<file path="config.mk">
export PLATFORM = sky130hd
export DESIGN_NAME = line_fetch_flat
export DESIGN_NICKNAME = d
export VERILOG_FILES = /design/src/rtl/line_fetch_if.sv /design/src/rtl/line_fetch.sv /design/src/flat_wrapper.sv
export SDC_FILE = /design/constraint.sdc
export NUM_CORES = 1
export LEC_CHECK = 0
export ABC_AREA = 1
export BUFFER_PORTS_ARGS = -buffer_cell sky130_fd_sc_hd__buf_2
export CORE_MARGIN = 5
export CORE_UTILIZATION = 42
export CTS_CLUSTER_SIZE = 16
export DETAILED_ROUTE_END_ITERATION = 16
export PLACE_DENSITY = 0.85
export SYNTH_ARGS = -nofsm -noshare
export SYNTH_HDL_FRONTEND = slang
export SYNTH_SLANG_ARGS = --single-unit
</file>
<file path="constraint.sdc">
create_clock -name clk -period 2.15 [get_ports clk]
set_input_delay 0.3225 -clock clk [delete_from_list [all_inputs] [get_ports clk]]
set_output_delay 0.3225 -clock clk [all_outputs]
set_load 0.03 [all_outputs]
</file>
<file path="src/rtl/line_fetch_if.sv">
`default_nettype none
// ============================================================================
// line_fetch_if : command, local-memory and external-bus signals of line_fetch
// Rev 1.0
// ============================================================================
interface line_fetch_if #(
  parameter int addr_width = 32,
  parameter int list_depth = 4,
  parameter int data_width = 32,
  parameter int list_width = 32
);
  localparam int TW = $clog2(list_depth);
  localparam int BW = $clog2(list_width);

  logic                  fetch_req;
  logic [1:0]            fetch_cmd;
  logic [TW-1:0]         fetch_tag;
  logic [addr_width-1:0] fetch_addr;
  logic                  fetch_gnt;
  logic                  fetch_done;

  logic                  mem_ren;
  logic [TW+BW-1:0]      mem_raddr;
  logic                  mem_rready;
  logic                  mem_rvalid;
  logic [data_width-1:0] mem_rdata;
  logic                  mem_wen;
  logic [TW+BW-1:0]      mem_waddr;
  logic [1:0]            mem_wpri;
  logic                  mem_wready;
  logic [data_width-1:0] mem_wdata;

  logic                  bus_req;
  logic                  bus_we;
  logic [addr_width-1:0] bus_addr;
  logic [BW-1:0]         bus_len;
  logic                  bus_gnt;
  logic                  bus_wvalid;
  logic [data_width-1:0] bus_wdata;
  logic                  bus_wlast;
  logic                  bus_wready;
  logic                  bus_rvalid;
  logic [data_width-1:0] bus_rdata;
  logic                  bus_rlast;
  logic                  bus_rready;
  logic                  proto_err;

  modport slave (
    input  fetch_req, fetch_cmd, fetch_tag, fetch_addr,
    output fetch_gnt, fetch_done,
    output mem_ren, mem_raddr, input mem_rready, mem_rvalid, mem_rdata,
    output mem_wen, mem_waddr, mem_wpri, mem_wdata, input mem_wready,
    output bus_req, bus_we, bus_addr, bus_len, input bus_gnt,
    output bus_wvalid, bus_wdata, bus_wlast, input bus_wready,
    input  bus_rvalid, bus_rdata, bus_rlast, output bus_rready,
    output proto_err
  );

  modport master (
    output fetch_req, fetch_cmd, fetch_tag, fetch_addr,
    input  fetch_gnt, fetch_done,
    input  mem_ren, mem_raddr, output mem_rready, mem_rvalid, mem_rdata,
    input  mem_wen, mem_waddr, mem_wpri, mem_wdata, output mem_wready,
    input  bus_req, bus_we, bus_addr, bus_len, output bus_gnt,
    input  bus_wvalid, bus_wdata, bus_wlast, output bus_wready,
    output bus_rvalid, bus_rdata, bus_rlast, input bus_rready,
    input  proto_err
  );
endinterface
`default_nettype wire

</file>
<file path="src/rtl/line_fetch.sv">
`default_nettype none
// ============================================================================
// line_fetch : moves one line between local data memory and the external bus
// Rev 1.0
// ============================================================================
module line_fetch #(
  parameter int addr_width = 32,
  parameter int list_depth = 4,
  parameter int data_width = 32,
  parameter int list_width = 32
) (
  input  logic        clk,
  input  logic        rst_n,
  line_fetch_if.slave lf
);
  localparam int TW   = $clog2(list_depth);
  localparam int BW   = $clog2(list_width);
  localparam int OFFW = $clog2(list_width * data_width / 8);
  localparam logic [BW-1:0]         LAST_BEAT = BW'(list_width - 1);
  localparam logic [addr_width-1:0] OFF_MASK  = addr_width'((64'd1 << OFFW) - 64'd1);

  typedef enum logic [2:0] {
    IDLE, WB_ADDR, WB_RD, WB_WAIT, WB_SEND, FL_ADDR, FL_DATA, DONE
  } state_t;

  state_t                state_q, state_d;
  logic [TW-1:0]         tag_q, tag_d;
  logic [addr_width-1:0] addr_q, addr_d;
  logic [BW-1:0]         cnt_q, cnt_d;
  logic [data_width-1:0] beat_q, beat_d;
  logic                  perr_q, perr_d;
  logic                  is_last, fill_st, fill_xfer;

  assign is_last   = (cnt_q == LAST_BEAT);
  assign fill_st   = (state_q == FL_DATA);
  assign fill_xfer = fill_st && lf.bus_rvalid && lf.mem_wready;

  always_ff @(posedge clk or negedge rst_n) begin
    if (!rst_n) begin
      state_q <= IDLE;
      tag_q   <= '0;
      addr_q  <= '0;
      cnt_q   <= '0;
      beat_q  <= '0;
      perr_q  <= 1'b0;
    end else begin
      state_q <= state_d;
      tag_q   <= tag_d;
      addr_q  <= addr_d;
      cnt_q   <= cnt_d;
      beat_q  <= beat_d;
      perr_q  <= perr_d;
    end
  end

  always_comb begin
    state_d = state_q;
    tag_d   = tag_q;
    addr_d  = addr_q;
    cnt_d   = cnt_q;
    beat_d  = beat_q;
    perr_d  = perr_q;
    case (state_q)
      IDLE: begin
        if (lf.fetch_req) begin
          tag_d  = lf.fetch_tag;
          addr_d = lf.fetch_addr & ~OFF_MASK;
          cnt_d  = '0;
          if (lf.fetch_cmd[1])      state_d = DONE;
          else if (lf.fetch_cmd[0]) state_d = FL_ADDR;
          else                      state_d = WB_ADDR;
        end
      end
      WB_ADDR: if (lf.bus_gnt) state_d = WB_RD;
      WB_RD:   if (lf.mem_rready) state_d = WB_WAIT;
      WB_WAIT: begin
        if (lf.mem_rvalid) begin
          beat_d  = lf.mem_rdata;
          state_d = WB_SEND;
        end
      end
      WB_SEND: begin
        if (lf.bus_wready) begin
          if (is_last) begin
            state_d = DONE;
          end else begin
            cnt_d   = cnt_q + BW'(1);
            state_d = WB_RD;
          end
        end
      end
      FL_ADDR: if (lf.bus_gnt) state_d = FL_DATA;
      FL_DATA: begin
        if (fill_xfer) begin
          // The beat counter, not bus_rlast, ends the burst; rlast only flags errors.
          if (lf.bus_rlast != is_last) perr_d = 1'b1;
          if (is_last) state_d = DONE;
          else         cnt_d   = cnt_q + BW'(1);
        end
      end
      DONE:    state_d = IDLE;
      default: state_d = IDLE;
    endcase
  end

  assign lf.fetch_gnt  = (state_q == IDLE);
  assign lf.fetch_done = (state_q == DONE);
  assign lf.bus_req    = (state_q == WB_ADDR) || (state_q == FL_ADDR);
  assign lf.bus_we     = (state_q == WB_ADDR);
  assign lf.bus_addr   = addr_q;
  assign lf.bus_len    = LAST_BEAT;
  assign lf.mem_ren    = (state_q == WB_RD);
  assign lf.mem_raddr  = {tag_q, cnt_q};
  assign lf.bus_wvalid = (state_q == WB_SEND);
  assign lf.bus_wdata  = beat_q;
  assign lf.bus_wlast  = (state_q == WB_SEND) && is_last;
  // Fill is a pass-through: memory backpressure is forwarded straight to the bus.
  assign lf.mem_wen    = fill_st && lf.bus_rvalid;
  assign lf.bus_rready = fill_st && lf.mem_wready;
  assign lf.mem_wdata  = fill_st ? lf.bus_rdata : '0;
  assign lf.mem_waddr  = {tag_q, cnt_q};
  assign lf.mem_wpri   = 2'b01;
  assign lf.proto_err  = perr_q;
endmodule
`default_nettype wire

</file>
<file path="src/flat_wrapper.sv">
// flat-port wrapper written by rule: the top's interface ports become plain ports
module line_fetch_flat 
#(
  parameter int addr_width = 32,
  parameter int list_depth = 4,
  parameter int data_width = 32,
  parameter int list_width = 32
)
  (clk, rst_n, lf_fetch_req, lf_fetch_cmd, lf_fetch_tag, lf_fetch_addr, lf_fetch_gnt, lf_fetch_done, lf_mem_ren, lf_mem_raddr, lf_mem_rready, lf_mem_rvalid, lf_mem_rdata, lf_mem_wen, lf_mem_waddr, lf_mem_wpri, lf_mem_wdata, lf_mem_wready, lf_bus_req, lf_bus_we, lf_bus_addr, lf_bus_len, lf_bus_gnt, lf_bus_wvalid, lf_bus_wdata, lf_bus_wlast, lf_bus_wready, lf_bus_rvalid, lf_bus_rdata, lf_bus_rlast, lf_bus_rready, lf_proto_err);
  line_fetch_if #(.addr_width(addr_width), .list_depth(list_depth), .data_width(data_width), .list_width(list_width)) lf_i ();
  input  logic clk;
  input  logic rst_n;
  input wire logic [$bits(lf_i.fetch_req)-1:0] lf_fetch_req;
  input wire logic [$bits(lf_i.fetch_cmd)-1:0] lf_fetch_cmd;
  input wire logic [$bits(lf_i.fetch_tag)-1:0] lf_fetch_tag;
  input wire logic [$bits(lf_i.fetch_addr)-1:0] lf_fetch_addr;
  output wire logic [$bits(lf_i.fetch_gnt)-1:0] lf_fetch_gnt;
  output wire logic [$bits(lf_i.fetch_done)-1:0] lf_fetch_done;
  output wire logic [$bits(lf_i.mem_ren)-1:0] lf_mem_ren;
  output wire logic [$bits(lf_i.mem_raddr)-1:0] lf_mem_raddr;
  input wire logic [$bits(lf_i.mem_rready)-1:0] lf_mem_rready;
  input wire logic [$bits(lf_i.mem_rvalid)-1:0] lf_mem_rvalid;
  input wire logic [$bits(lf_i.mem_rdata)-1:0] lf_mem_rdata;
  output wire logic [$bits(lf_i.mem_wen)-1:0] lf_mem_wen;
  output wire logic [$bits(lf_i.mem_waddr)-1:0] lf_mem_waddr;
  output wire logic [$bits(lf_i.mem_wpri)-1:0] lf_mem_wpri;
  output wire logic [$bits(lf_i.mem_wdata)-1:0] lf_mem_wdata;
  input wire logic [$bits(lf_i.mem_wready)-1:0] lf_mem_wready;
  output wire logic [$bits(lf_i.bus_req)-1:0] lf_bus_req;
  output wire logic [$bits(lf_i.bus_we)-1:0] lf_bus_we;
  output wire logic [$bits(lf_i.bus_addr)-1:0] lf_bus_addr;
  output wire logic [$bits(lf_i.bus_len)-1:0] lf_bus_len;
  input wire logic [$bits(lf_i.bus_gnt)-1:0] lf_bus_gnt;
  output wire logic [$bits(lf_i.bus_wvalid)-1:0] lf_bus_wvalid;
  output wire logic [$bits(lf_i.bus_wdata)-1:0] lf_bus_wdata;
  output wire logic [$bits(lf_i.bus_wlast)-1:0] lf_bus_wlast;
  input wire logic [$bits(lf_i.bus_wready)-1:0] lf_bus_wready;
  input wire logic [$bits(lf_i.bus_rvalid)-1:0] lf_bus_rvalid;
  input wire logic [$bits(lf_i.bus_rdata)-1:0] lf_bus_rdata;
  input wire logic [$bits(lf_i.bus_rlast)-1:0] lf_bus_rlast;
  output wire logic [$bits(lf_i.bus_rready)-1:0] lf_bus_rready;
  output wire logic [$bits(lf_i.proto_err)-1:0] lf_proto_err;
  assign lf_i.fetch_req = lf_fetch_req;
  assign lf_i.fetch_cmd = lf_fetch_cmd;
  assign lf_i.fetch_tag = lf_fetch_tag;
  assign lf_i.fetch_addr = lf_fetch_addr;
  assign lf_fetch_gnt = lf_i.fetch_gnt;
  assign lf_fetch_done = lf_i.fetch_done;
  assign lf_mem_ren = lf_i.mem_ren;
  assign lf_mem_raddr = lf_i.mem_raddr;
  assign lf_i.mem_rready = lf_mem_rready;
  assign lf_i.mem_rvalid = lf_mem_rvalid;
  assign lf_i.mem_rdata = lf_mem_rdata;
  assign lf_mem_wen = lf_i.mem_wen;
  assign lf_mem_waddr = lf_i.mem_waddr;
  assign lf_mem_wpri = lf_i.mem_wpri;
  assign lf_mem_wdata = lf_i.mem_wdata;
  assign lf_i.mem_wready = lf_mem_wready;
  assign lf_bus_req = lf_i.bus_req;
  assign lf_bus_we = lf_i.bus_we;
  assign lf_bus_addr = lf_i.bus_addr;
  assign lf_bus_len = lf_i.bus_len;
  assign lf_i.bus_gnt = lf_bus_gnt;
  assign lf_bus_wvalid = lf_i.bus_wvalid;
  assign lf_bus_wdata = lf_i.bus_wdata;
  assign lf_bus_wlast = lf_i.bus_wlast;
  assign lf_i.bus_wready = lf_bus_wready;
  assign lf_i.bus_rvalid = lf_bus_rvalid;
  assign lf_i.bus_rdata = lf_bus_rdata;
  assign lf_i.bus_rlast = lf_bus_rlast;
  assign lf_bus_rready = lf_i.bus_rready;
  assign lf_proto_err = lf_i.proto_err;
  line_fetch #(.addr_width(addr_width), .list_depth(list_depth), .data_width(data_width), .list_width(list_width)) u_core (.clk(clk), .rst_n(rst_n), .lf(lf_i));
endmodule
</file>
==> implementation parameters, run 1 <==
Parameter                              Value

Run
  Number of max-cap violations    0

Synth
  Post-synth cell types    26
  Avg Cell Area, Syn    10.84 µm²
  Compound-gate portion of the synthesized area    under 10%
  Multiplexer share of the synthesized area    between 20% and 30%
  Dominant cell by count in the synthesized netlist    sky130_fd_sc_hd__dfrtp_1
  Top cells by instance count after synthesis    sky130_fd_sc_hd__dfrtp_1, sky130_fd_sc_hd__inv_1, sky130_fd_sc_hd__mux2_4
  Simple-gate share of the synthesized area    about 12%
  Number of synthesized flops with an enable pin    0
  Syn Inst Count    between 300 and 400
  Async set-or-reset flop fraction in the synthesized netlist    100.0%
  Adder-Cell Fraction of Synth Area    less than 1%
  Top post-synthesis cells by area    sky130_fd_sc_hd__dfrtp_1, sky130_fd_sc_hd__mux2_4, sky130_fd_sc_hd__inv_1
  Number of register bits inferred by synthesis    between 60 and 70
  Xor and xnor area share after synthesis    less than 1%
  Dominant cell type by area after synthesis    sky130_fd_sc_hd__dfrtp_1
  Synth Warn #    0
  Main combinational cell family by area after synthesis    multiplexers
  Top cell type's share of synthesized area    just under 50%
  Post-synth top flop    sky130_fd_sc_hd__dfrtp_1
  Sequential element share of the synthesized area    roughly half
  Post-Synthesis Cell Area    ~3500 µm²

Clocking
  Root Buffer    sky130_fd_sc_hd__clkbuf_8
  Clock Path Buffers    2
  Insertion delay of the later-clocked pin in the worst-skew pair    ~0.33 ns
  H-Tree Level Count    3
  Reg clk slew, reported paths    ~0.08 ns
  TritonCTS clock tree    built
  Number of sinks driven by the clock tree    between 60 and 70
  CTS Buf Count    9

Placement
  Number of buffer cells added on primary ports    215
  Post-detail-place hpwl    ~7100 µm
  Routability congestion estimate from global placement    0.8464
  Post-Place Cells    630

Power and ir drop
  Portion of total power attributed to combinational logic    around 57%
  Sw Share    ~47%
  Static power due to leakage    about 3 nW
  Flop pwr share    29.7%
  Power density normalized to cell area    about 1600 nW/µm²
  Worst vdd rail ir drop    ~900 µV
  Switch Pwr    0.003657 W
  Total internal power    0.004131 W
  Share of power burned in the clock network    13.1%

Worst setup path
  Capturing element type of the critical path    primary output
  Critical Path RT    1.83 ns
  Worst Setup Path Type    reg2out
  Worst-case reg-to-reg path depth    5
  Data arrival, critical path    roughly 1.7 ns
  Element type at the critical path start    flop
  Terminus of the critical flop-to-flop path    u_core.lf.bus_addr[21]
  Reg2reg start    u_core.state_q[0]
  Reg2Reg Setup Slack    slightly above 0.4 ns
  Maximum fanout along the worst path    5

Floorplanning
  Width of the die    between 100 and 150 µm
  Area of the placeable core    between 8000 and 9000 µm²
  Vert. Die Dim    a little over 100 µm
  I/O pin count    237
  Full die area    10,350 µm²
  # rows    33
  Initial core utilization    between 40% and 50%

Drt
  Average vias per placed instance    between 4 and 5
  Final WL    between 9000 and 10,000 µm
  Starting DRT DRC Count    between 60 and 70
  DRC errors left    0
  Via total after detailed routing    2,941
  Count of TritonRoute iterations in the first routing pass    4
  Average routed wire per standard cell    about 14 µm
  Post-DRT Antenna Nets    0

Final layout
  Ant diodes    0
  Area added between synthesis and finish    36.51%
  Layout cells sized above 1    56.78%
  Net count reported at finish    roughly 650
  Number of standard cells in the layout, taps in and fillers out    approximately 650

STA
  Setup TNS    0 ns
  Portion of the clock cycle consumed by the worst path in the final layout    approximately 94%
  Max Freq    roughly 490 MHz
  Transition time of the tightest slew-check pin    between 0.5 and 0.6 ns
  Count of final hold-check violations    0
  Clock tree skew after final layout    approximately 0.0047 ns
  Max Transition Viols Final    0
  Clock period minus worst slack    between 2 and 2.5 ns
  Worst slew margin    between 60% and 70%
  Unrepaired setup endpoints after global routing    no
  Final setup violation count    0

GRT
  Total routing usage reported by global routing    between 10% and 20%
  Total overflow reported by the global router    0
  Pin count of the biggest net entering global routing    69
  Number of antenna violations at the first check in global routing    0
  Number of global-route vias before repair    roughly 3,000
  First-pass GRT wire length    roughly 14,000 µm

Min path
  Type of the most critical hold path    in2reg
  Worst Hold Path EP    u_core.lf.bus_addr[30]
  Startpoint of the most critical hold path    lf_fetch_addr[30]
  Number of cells on the worst hold path    2

Outcome
  Status    finished, final reports clean
-- critical path, cell delays in order, from the launching register on --
cell	delay, ns
sky130_fd_sc_hd__dfrtp_1	0.39
sky130_fd_sc_hd__ha_2	0.21
sky130_fd_sc_hd__nand2_1	0.05
sky130_fd_sc_hd__nor2_1	0.11
sky130_fd_sc_hd__ha_2	0.24
sky130_fd_sc_hd__inv_1	0.07
sky130_fd_sc_hd__nor2_1	0.12
sky130_fd_sc_hd__buf_4	0.18
-- state kept, by name, summed over array words and instances (netlist names) --
signal               cells
u_core.lf.bus_wdata     32
u_core.state_q           3
u_core.cnt_q             5
u_core.lf.bus_addr      25
u_core.tag_q             2
u_core.lf.proto_err      1
-- through the flow --
step	power, W	setup slack (ns)	util, %	hold WS, ns	area, µm²
final	0.007788	0.1262	58.70	0.2121	4823
after global routing	0.008263	0.005937	58.70	0.1874	4823
after CTS	0.007868	0.01039	58.35	0.1876	4795
after detailed placement	0.006794	0.3059	55.78	0.3712	4583
after global placement	0.006653	0.3980	55.78	0.3622	4583
after floorplan	0.005635	0.1569	-	0.02691	3578
-- worst max-delay path by stage --
stage          slack [ns]  cells past startpoint       startpoint           end
6_report             0.13                      7  u_core.cnt_q[1]  lf_bus_wlast
5_1_grt             0.006                      7  u_core.cnt_q[1]  lf_bus_wlast
4_1_cts              0.01                      7  u_core.cnt_q[1]  lf_bus_wlast
3_5_place_dp         0.31                      7  u_core.cnt_q[0]  lf_bus_wlast
3_3_place_gp         0.40                      7  u_core.cnt_q[0]  lf_bus_wlast
2_1_floorplan        0.16                      6  u_core.cnt_q[0]  lf_bus_wlast
-- final cells by class --
class                   instances  area [µm²]
clock inverters                 6       63.81
inverters                      51       191.4
clock buffers                  10       127.6
repair buffers                224        1161
well taps                     105       131.4
fillers                       721        3393
multi-input cells             187        1445
flip-flops and latches         68        1703
-- power groups by stage --
stage	logic [W]	registers, W	clock network, W
2_1_floorplan	0.00220	0.00344	0
3_3_place_gp	0.00436	0.00229	0
3_5_place_dp	0.00448	0.00232	0
4_1_cts	0.00449	0.00232	0.00106
5_1_grt	0.00474	0.00240	0.00113
6_report	0.00445	0.00232	0.00102
-- per-layer routing --
| metal | wire, µm | GRT usage, % |
|---|---|---|
| met5 | 0 | 0 |
| met4 | 163 | 7.771 |
| met3 | 894 | 5.303 |
| met2 | 4633 | 29.38 |
| met1 | 3358 | 19.72 |
-- cell usage in the layout (no fill, tap or decap) --
cell type	n
sky130_fd_sc_hd__a21oi_1	3
sky130_fd_sc_hd__a31o_2	1
sky130_fd_sc_hd__a31oi_1	2
sky130_fd_sc_hd__buf_12	1
sky130_fd_sc_hd__buf_2	214
sky130_fd_sc_hd__buf_4	8
sky130_fd_sc_hd__bufinv_16	1
sky130_fd_sc_hd__clkbuf_1	1
sky130_fd_sc_hd__clkbuf_8	9
sky130_fd_sc_hd__clkinv_2	2
sky130_fd_sc_hd__clkinvlp_4	2
sky130_fd_sc_hd__conb_1	14
sky130_fd_sc_hd__dfrtp_1	67
sky130_fd_sc_hd__dfrtp_2	1
sky130_fd_sc_hd__dlygate4sd3_1	1
sky130_fd_sc_hd__ha_2	2
sky130_fd_sc_hd__inv_1	50
sky130_fd_sc_hd__inv_2	1
sky130_fd_sc_hd__inv_6	1
sky130_fd_sc_hd__mux2_2	9
sky130_fd_sc_hd__mux2_4	50
sky130_fd_sc_hd__nand2_1	27
sky130_fd_sc_hd__nand2_2	3
sky130_fd_sc_hd__nand2_4	2
sky130_fd_sc_hd__nand3_1	9
sky130_fd_sc_hd__nand4_1	1
sky130_fd_sc_hd__nor2_1	48
sky130_fd_sc_hd__nor2_4	2
sky130_fd_sc_hd__nor3_1	1
sky130_fd_sc_hd__o211ai_1	1
sky130_fd_sc_hd__o21ai_0	10
sky130_fd_sc_hd__or2_2	1
sky130_fd_sc_hd__xor2_1	1
-- cells by family after synthesis --
logic type / count (synthesis)
simple gates: 94
buf+inv: 83
flops: 68
mux: 59
compound gates: 17
fa+ha+maj: 2
other cells: 2
xor+xnor: 1
-- timing repair --
item / in CTS / in global routing
resized for setup: 1 / 4
hold buffers: 1 / 0
buffers inserted: 1 / 3
hold endpoints to repair: 9 / 0
setup endpoints to repair: 1 / 2
Power figures use the tool's default switching activity.
==> run 2, diff against run 1 <==
--- a/config.mk
+++ b/config.mk
@@ -6,7 +6,7 @@
 export NUM_CORES = 1
 export LEC_CHECK = 0
 export ABC_AREA = 1
-export BUFFER_PORTS_ARGS = -buffer_cell sky130_fd_sc_hd__buf_2
+export BUFFER_PORTS_ARGS = -buffer_cell sky130_fd_sc_hd__buf_4
 export CORE_MARGIN = 5
 export CORE_UTILIZATION = 42
 export CTS_CLUSTER_SIZE = 16
==> run 2 against run 1 <==
- non-clock buffer count fell by 1
- first-iteration DRC count up 35%
- total power is 8.5% higher
- clock skew grew 0.0041 ns
- critical path depth is the same
- via count shrank 1.0%
- clock power grew 9%
- hold slack got worse by 0.14 ns
- cell count down 0.15%
- critical endpoint unchanged
- largest power group unchanged
==> implementation parameters, run 2 (synthesized netlist as in run 1, its figures left out) <==
Parameter                              Value

Placement
  Number of buffer cells added on primary ports    215 (unchanged)
  Post-Place Cells    632 (was 630)
  Post-detail-place hpwl    7596 µm (was 7118 µm)
  Routability congestion estimate from global placement    0.8732 (was 0.8464)

Floorplanning
  Area of the placeable core    8217 µm² (unchanged)
  Width of the die    101.7 µm (unchanged)
  # rows    33 (unchanged)
  I/O pin count    237 (unchanged)
  Full die area    10,350 µm² (unchanged)
  Initial core utilization    43.00% (unchanged)
  Vert. Die Dim    101.7 µm (unchanged)

Run
  Number of max-cap violations    0 (unchanged)

STA
  Setup TNS    0 ns (unchanged)
  Unrepaired setup endpoints after global routing    no (unchanged)
  Max Freq    494.9 MHz (was 494.1 MHz)
  Clock tree skew after final layout    0.008742 ns (was 0.004661 ns)
  Count of final hold-check violations    0 (unchanged)
  Max Transition Viols Final    0 (unchanged)
  Clock period minus worst slack    2.020 ns (was 2.024 ns)
  Hold Worst Slack    0.07517 ns (was 0.2121 ns)
  Worst slew margin    44.02% (was 61.84%)
  Final setup violation count    0 (unchanged)
  Transition time of the tightest slew-check pin    0.8397 ns (was 0.5724 ns)
  Portion of the clock cycle consumed by the worst path in the final layout    93.97% (was 94.13%)

Final layout
  Ant diodes    0 (unchanged)
  Most common cell after layout, fill and taps aside    sky130_fd_sc_hd__buf_4 (was sky130_fd_sc_hd__buf_2)
  Layout cells sized above 1    57.43% (was 56.78%)
  Top library cells by usage in the layout, fill and taps aside    sky130_fd_sc_hd__buf_4, sky130_fd_sc_hd__dfrtp_1, sky130_fd_sc_hd__inv_1, sky130_fd_sc_hd__mux2_4, sky130_fd_sc_hd__nor2_1 (was sky130_fd_sc_hd__buf_2, sky130_fd_sc_hd__dfrtp_1, sky130_fd_sc_hd__inv_1, sky130_fd_sc_hd__mux2_4, sky130_fd_sc_hd__nor2_1)
  Largest register FFs    32 (unchanged)
  Area added between synthesis and finish    52.30% (was 36.51%)
  Fill cells    621 (was 721)
  Net count reported at finish    652 (was 653)
  Multi-input gate area    1458 µm² (was 1445 µm²)
  Number of standard cells in the layout, taps in and fillers out    650 (was 651)
  Area occupied by registers    1704 µm² (was 1703 µm²)

GRT
  Number of antenna violations at the first check in global routing    0 (unchanged)
  GR Util met1    22.57% (was 19.72%)
  Number of global-route vias before repair    2,991 (was 3,064)
  Routing layer with the top usage in global route    met2 (unchanged)
  Total overflow reported by the global router    0 (unchanged)
  First-pass GRT wire length    14,910 µm (was 13,990 µm)
  Total routing usage reported by global routing    18.25% (was 17.19%)
  Met2 track demand over resource in global routing    31.64% (was 29.38%)
  Pin count of the biggest net entering global routing    69 (unchanged)
  Met3 usage    5.165% (was 5.303%)

Drt
  DRC errors left    0 (unchanged)
  Count of TritonRoute iterations in the first routing pass    4 (unchanged)
  Average routed wire per standard cell    14.90 µm (was 13.90 µm)
  Post-DRT Antenna Nets    0 (unchanged)
  Starting DRT DRC Count    84 (was 62)
  Final WL    9686 µm (was 9049 µm)
  Via total after detailed routing    2,911 (was 2,941)
  Average vias per placed instance    4.478 (was 4.518)

Power and ir drop
  Switch Pwr    0.003796 W (was 0.003657 W)
  Power density normalized to cell area    1570 nW/µm² (was 1615 nW/µm²)
  Share of power burned in the clock network    13.1% (about the same)
  Static power due to leakage    3.102 nW (was 2.966 nW)
  Flop pwr share    27.8% (was 29.7%)
  Total internal power    0.004656 W (was 0.004131 W)
  Sw Share    44.91% (was 46.96%)
  Worst vdd rail ir drop    915.0 µV (was 903.7 µV)
  Portion of total power attributed to combinational logic    59.1% (was 57.1%)

Clocking
  Clock Path Buffers    2 (unchanged)
  Reg clk slew, reported paths    0.09 ns (was 0.08 ns)
  Count of hold-fix buffers inserted at cts    0 (was 1)
  Insertion delay of the later-clocked pin in the worst-skew pair    0.34 ns (was 0.33 ns)
  Number of sinks driven by the clock tree    68 (unchanged)
  Root Buffer    sky130_fd_sc_hd__clkbuf_8 (unchanged)
  H-Tree Level Count    3 (unchanged)
  TritonCTS clock tree    built (unchanged)
  CTS Buf Count    9 (unchanged)

Worst setup path
  Worst path max stage delay    0.44 ns (was 0.39 ns)
  Maximum fanout along the worst path    6 (was 5)
  Critical-path cell list    ha_4 > nand2_1 > nor2_1 > ha_2 > inv_1 > nor2_2 > buf_6 (was ha_2 > nand2_1 > nor2_1 > ha_2 > inv_1 > nor2_1 > buf_4)
  Capturing element type of the critical path    primary output (unchanged)
  Critical Path RT    1.83 ns (about the same)
  Bufs and invs on worst path    2 (unchanged)
  Slowest cell on the critical path    sky130_fd_sc_hd__dfrtp_2 (was sky130_fd_sc_hd__dfrtp_1)
  Critical path's top delay family    flip-flops (was adder cells)
  Worst Setup Path Type    reg2out (unchanged)
  Data arrival, critical path    1.70 ns (about the same)
  Element type at the critical path start    flop (unchanged)

Outcome
  Status    finished, final reports clean (unchanged)

Min path
  Type of the most critical hold path    in2async (was in2reg)
[run 2: final timing paths]
| path | start | to | slack (ns) | cells past startpoint |
|---|---|---|---|---|
| max | u_core.cnt_q[0] | lf_bus_wlast | 0.13 | 7 |
| min | rst_n | u_core.tag_q[0] | 0.08 | 1 |
| max reg2reg | u_core.state_q[0] | u_core.cnt_q[0] | 0.44 | 8 |
| min reg2reg | u_core.lf.proto_err | u_core.lf.proto_err | 0.48 | 1 |
| max in group asynchronous | rst_n | u_core.cnt_q[0] | 1.49 | 1 |
| min in group clk | lf_fetch_addr[29] | u_core.lf.bus_addr[29] | 0.20 | 2 |
[run 2: per-layer routing]
layer,routed length (µm),share of wire (%),up-vias
met3,864,8.9,4
met4,52,0.54,0
met2,5127,53,133
li1,-,-,1415
met5,0,0,-
met1,3642,38,1359
[run 2: layout make-up]
type / instances / share of cell area (%)
timing repair buffer: 223 / 31.41
sequential: 68 / 31.67
tap: 105 / 2.441
clock buffer: 9 / 2.302
clock inverter: 7 / 1.535
inverter: 51 / 3.557
multi-input combinational: 187 / 27.09
[run 2: worst register-to-register path: stages, from the launching register on]
cell and delay [ns]:
sky130_fd_sc_hd__dfrtp_2 0.50, sky130_fd_sc_hd__inv_1 0.09, sky130_fd_sc_hd__nand3_1 0.11, sky130_fd_sc_hd__buf_4 0.34
sky130_fd_sc_hd__a21oi_1 0.07, sky130_fd_sc_hd__nor2_1 0.17, sky130_fd_sc_hd__nand2_2 0.15, sky130_fd_sc_hd__nand2_1 0.09
sky130_fd_sc_hd__o21ai_0 0.08
[run 2: timing repair]
action / CTS / global route
buffers inserted: 0 / 2
cloned: 0 / 0
pin swaps: 0 / 0
endpoints found under the setup margin: 1 / 35
resized for setup: 1 / 6
endpoints found under the hold margin: 0 / 0
[run 2: power by group through the flow]
| stage | Clock, W | Sequential [W] | Combinational, W |
|---|---|---|---|
| 2_1_floorplan | 0 | 0.00344 | 0.00220 |
| 3_3_place_gp | 0 | 0.00232 | 0.00490 |
| 3_5_place_dp | 0 | 0.00234 | 0.00502 |
| 4_1_cts | 0.00115 | 0.00235 | 0.00501 |
| 5_1_grt | 0.00122 | 0.00244 | 0.00527 |
| 6_report | 0.00111 | 0.00235 | 0.00499 |
[run 2: metrics by stage]
stage	utilization [%]	setup WS [ns]	power [W]	area, µm²
after CTS	65.05	0.01237	0.008517	5345
after detailed placement	62.51	0.3121	0.007359	5136
after floorplan	-	0.1569	0.005635	3578
after global placement	62.51	0.4097	0.007223	5136
final	65.49	0.1296	0.008451	5381
after global routing	65.49	0.006436	0.008928	5381
==> run 3, diff against run 2 <==
--- a/config.mk
+++ b/config.mk
@@ -11,7 +11,7 @@
 export CORE_UTILIZATION = 42
 export CTS_CLUSTER_SIZE = 16
 export DETAILED_ROUTE_END_ITERATION = 16
-export PLACE_DENSITY = 0.85
+export PLACE_DENSITY = 0.89
 export SYNTH_ARGS = -nofsm -noshare
 export SYNTH_HDL_FRONTEND = slang
 export SYNTH_SLANG_ARGS = --single-unit
==> run 3 against run 2 <==
- via count fell by 1.9%
- utilization shrank 0.79 points
- die area is the same
- count of clock-buffer cells in the layout rose by 1
- critical path depth unchanged
- largest power group unchanged
==> implementation parameters, run 3 (synthesized netlist as in run 1, its figures left out) <==
Parameter                              Value

Outcome
  Status    finished, final reports clean (unchanged)

Final layout
  Largest register FFs    32 (unchanged)
  Area added between synthesis and finish    50.46% (was 52.30%)
  Number of standard cells in the layout, taps in and fillers out    646 (was 650)
  Fill cells    663 (was 621)
  Ant diodes    0 (unchanged)
  Top library cells by usage in the layout, fill and taps aside    sky130_fd_sc_hd__buf_4, sky130_fd_sc_hd__dfrtp_1, sky130_fd_sc_hd__inv_1, sky130_fd_sc_hd__mux2_4, sky130_fd_sc_hd__nor2_1 (unchanged)
  Layout cells sized above 1    56.38% (was 57.43%)
  Area occupied by registers    1703 µm² (was 1704 µm²)
  Most common cell after layout, fill and taps aside    sky130_fd_sc_hd__buf_4 (unchanged)
  Net count reported at finish    648 (was 652)
  Multi-input gate area    1443 µm² (was 1458 µm²)

STA
  Clock tree skew after final layout    0.009985 ns (was 0.008742 ns)
  Setup TNS    0 ns (unchanged)
  Worst path setup slack after routing    0.1250 ns (was 0.1296 ns)
  Clock period minus worst slack    2.025 ns (was 2.020 ns)
  Transition time of the tightest slew-check pin    0.8352 ns (was 0.8397 ns)
  Max Transition Viols Final    0 (unchanged)
  Final setup violation count    0 (unchanged)
  Unrepaired setup endpoints after global routing    no (unchanged)
  Worst slew margin    44.32% (was 44.02%)
  Count of final hold-check violations    0 (unchanged)
  Max Freq    493.8 MHz (was 494.9 MHz)
  Portion of the clock cycle consumed by the worst path in the final layout    94.18% (was 93.97%)

Worst setup path
  Data arrival, critical path    1.70 ns (about the same)
  Critical-path cell list    ha_1 > nand2_1 > nor2_1 > ha_2 > inv_1 > nor2_1 > buf_4 (was ha_4 > nand2_1 > nor2_1 > ha_2 > inv_1 > nor2_2 > buf_6)
  Element type at the critical path start    flop (unchanged)
  Reg2reg start    u_core.state_q[2] (was u_core.state_q[0])
  Critical Path RT    1.83 ns (about the same)
  Capturing element type of the critical path    primary output (unchanged)
  Worst Setup Path Type    reg2out (unchanged)
  Maximum fanout along the worst path    6 (unchanged)
  Slowest cell on the critical path    sky130_fd_sc_hd__dfrtp_2 (unchanged)
  Critical path launch point    u_core.cnt_q[0] (unchanged)
  Cell mode on critical path    sky130_fd_sc_hd__nor2_1
  Reg2Reg Setup Slack    0.40 ns (was 0.44 ns)
  Worst path max stage delay    0.41 ns (was 0.44 ns)

Clocking
  Number of sinks driven by the clock tree    68 (unchanged)
  Insertion delay of the later-clocked pin in the worst-skew pair    0.33 ns (was 0.34 ns)
  TritonCTS clock tree    built (unchanged)
  H-Tree Level Count    3 (unchanged)
  Count of hold-fix buffers inserted at cts    0 (unchanged)
  Reg clk slew, reported paths    0.08 ns (was 0.09 ns)
  Clock Path Buffers    2 (unchanged)
  CTS Buf Count    9 (unchanged)
  Root Buffer    sky130_fd_sc_hd__clkbuf_8 (unchanged)

Floorplanning
  Vert. Die Dim    101.7 µm (unchanged)
  # rows    33 (unchanged)
  Area of the placeable core    8217 µm² (unchanged)
  Initial core utilization    43.00% (unchanged)
  Full die area    10,350 µm² (unchanged)
  Width of the die    101.7 µm (unchanged)
  I/O pin count    237 (unchanged)

Placement
  Worst Setup Slack post-DPL    0.3645 ns (was 0.3121 ns)
  Post-detail-place hpwl    7640 µm (was 7596 µm)
  Number of buffer cells added on primary ports    215 (unchanged)
  Post-Place Cells    629 (was 632)
  Routability congestion estimate from global placement    0.8245 (was 0.8732)

GRT
  Pin count of the biggest net entering global routing    69 (unchanged)
  Total routing usage reported by global routing    18.16% (was 18.25%)
  First-pass GRT wire length    14,550 µm (was 14,910 µm)
  Number of antenna violations at the first check in global routing    0 (unchanged)
  Number of global-route vias before repair    2,890 (was 2,991)
  Total overflow reported by the global router    0 (unchanged)

Drt
  Average routed wire per standard cell    15.05 µm (was 14.90 µm)
  Average vias per placed instance    4.421 (was 4.478)
  Count of TritonRoute iterations in the first routing pass    4 (unchanged)
  Starting DRT DRC Count    37 (was 84)
  DRC errors left    0 (unchanged)
  Post-DRT Antenna Nets    0 (unchanged)
  Final WL    9723 µm (was 9686 µm)
  Via total after detailed routing    2,856 (was 2,911)

Run
  Number of max-cap violations    0 (unchanged)

Power and ir drop
  Worst vdd rail ir drop    826.2 µV (was 915.0 µV)
  Power density normalized to cell area    1571 nW/µm² (was 1570 nW/µm²)
  Static power due to leakage    3.080 nW (was 3.102 nW)

Min path
  Type of the most critical hold path    in2async (unchanged)
==> run 3: where the power goes <==
group | leakage [nW] | switching [W] | internal, W
Clock | 0.0927 | 0.000495 | 0.000537
Sequential | 0.818 | 0.000461 | 0.00191
Combinational | 2.17 | 0.00279 | 0.00217
Total | 3.08 | 0.00374 | 0.00461
==> run 3: cell type report <==
| cell class | count | area share (%) |
|---|---|---|
| tap | 105 | 2.471 |
| inverter | 51 | 3.601 |
| sequential | 68 | 32.03 |
| multi-input combinational | 187 | 27.14 |
| clock buffer | 10 | 2.401 |
| clock inverter | 6 | 1.200 |
| timing repair buffer | 219 | 31.16 |
==> run 3: repair_timing <==
action / CTS / global route
setup endpoints to repair: 1 / 1
gates resized for setup: 1 / 1
setup buffers: 0 / 1
endpoints found under the hold margin: 0 / 0
pin swaps: 0 / 0
==> run 3: metal layers <==
metal	GRT usage (%)	vias to the layer above	routed length, µm
met5	0	-	0
met4	5.419	0	101
met3	6.474	10	954
met2	32.49	135	5191
met1	20.23	1304	3476
li1	-	1407	-
==> run 3: worst paths after layout <==
kind / to / cells past startpoint
max in group asynchronous: u_core.cnt_q[0] / 1
setup / recovery: lf_bus_wlast / 7
hold / removal: u_core.lf.bus_addr[31] / 1
min in group clk: u_core.lf.bus_addr[30] / 2
hold reg to reg: u_core.lf.proto_err / 1
setup reg to reg: u_core.lf.bus_addr[23] / 6
==> run 3: stage by stage <==
stage | area (µm²) | utilization [%] | hold WS (ns) | power, W
floorplan | 3578 | - | 0.02691 | 0.005635
global placement | 5114 | 62.24 | 0.4540 | 0.007208
detailed placement | 5114 | 62.24 | 0.4591 | 0.007355
CTS | 5308 | 64.60 | 0.1175 | 0.008446
global route | 5316 | 64.70 | 0.1461 | 0.008827
finish | 5316 | 64.70 | 0.09282 | 0.008354
==> run 3: worst max-delay path, delay by kind of cell, from the launching register on <==
| kind | cells | cell delay [ns] |
|---|---|---|
| simple gates | 3 | 0.27 |
| fa+ha+maj | 2 | 0.45 |
| flops | 1 | 0.41 |
| buf+inv | 2 | 0.24 |
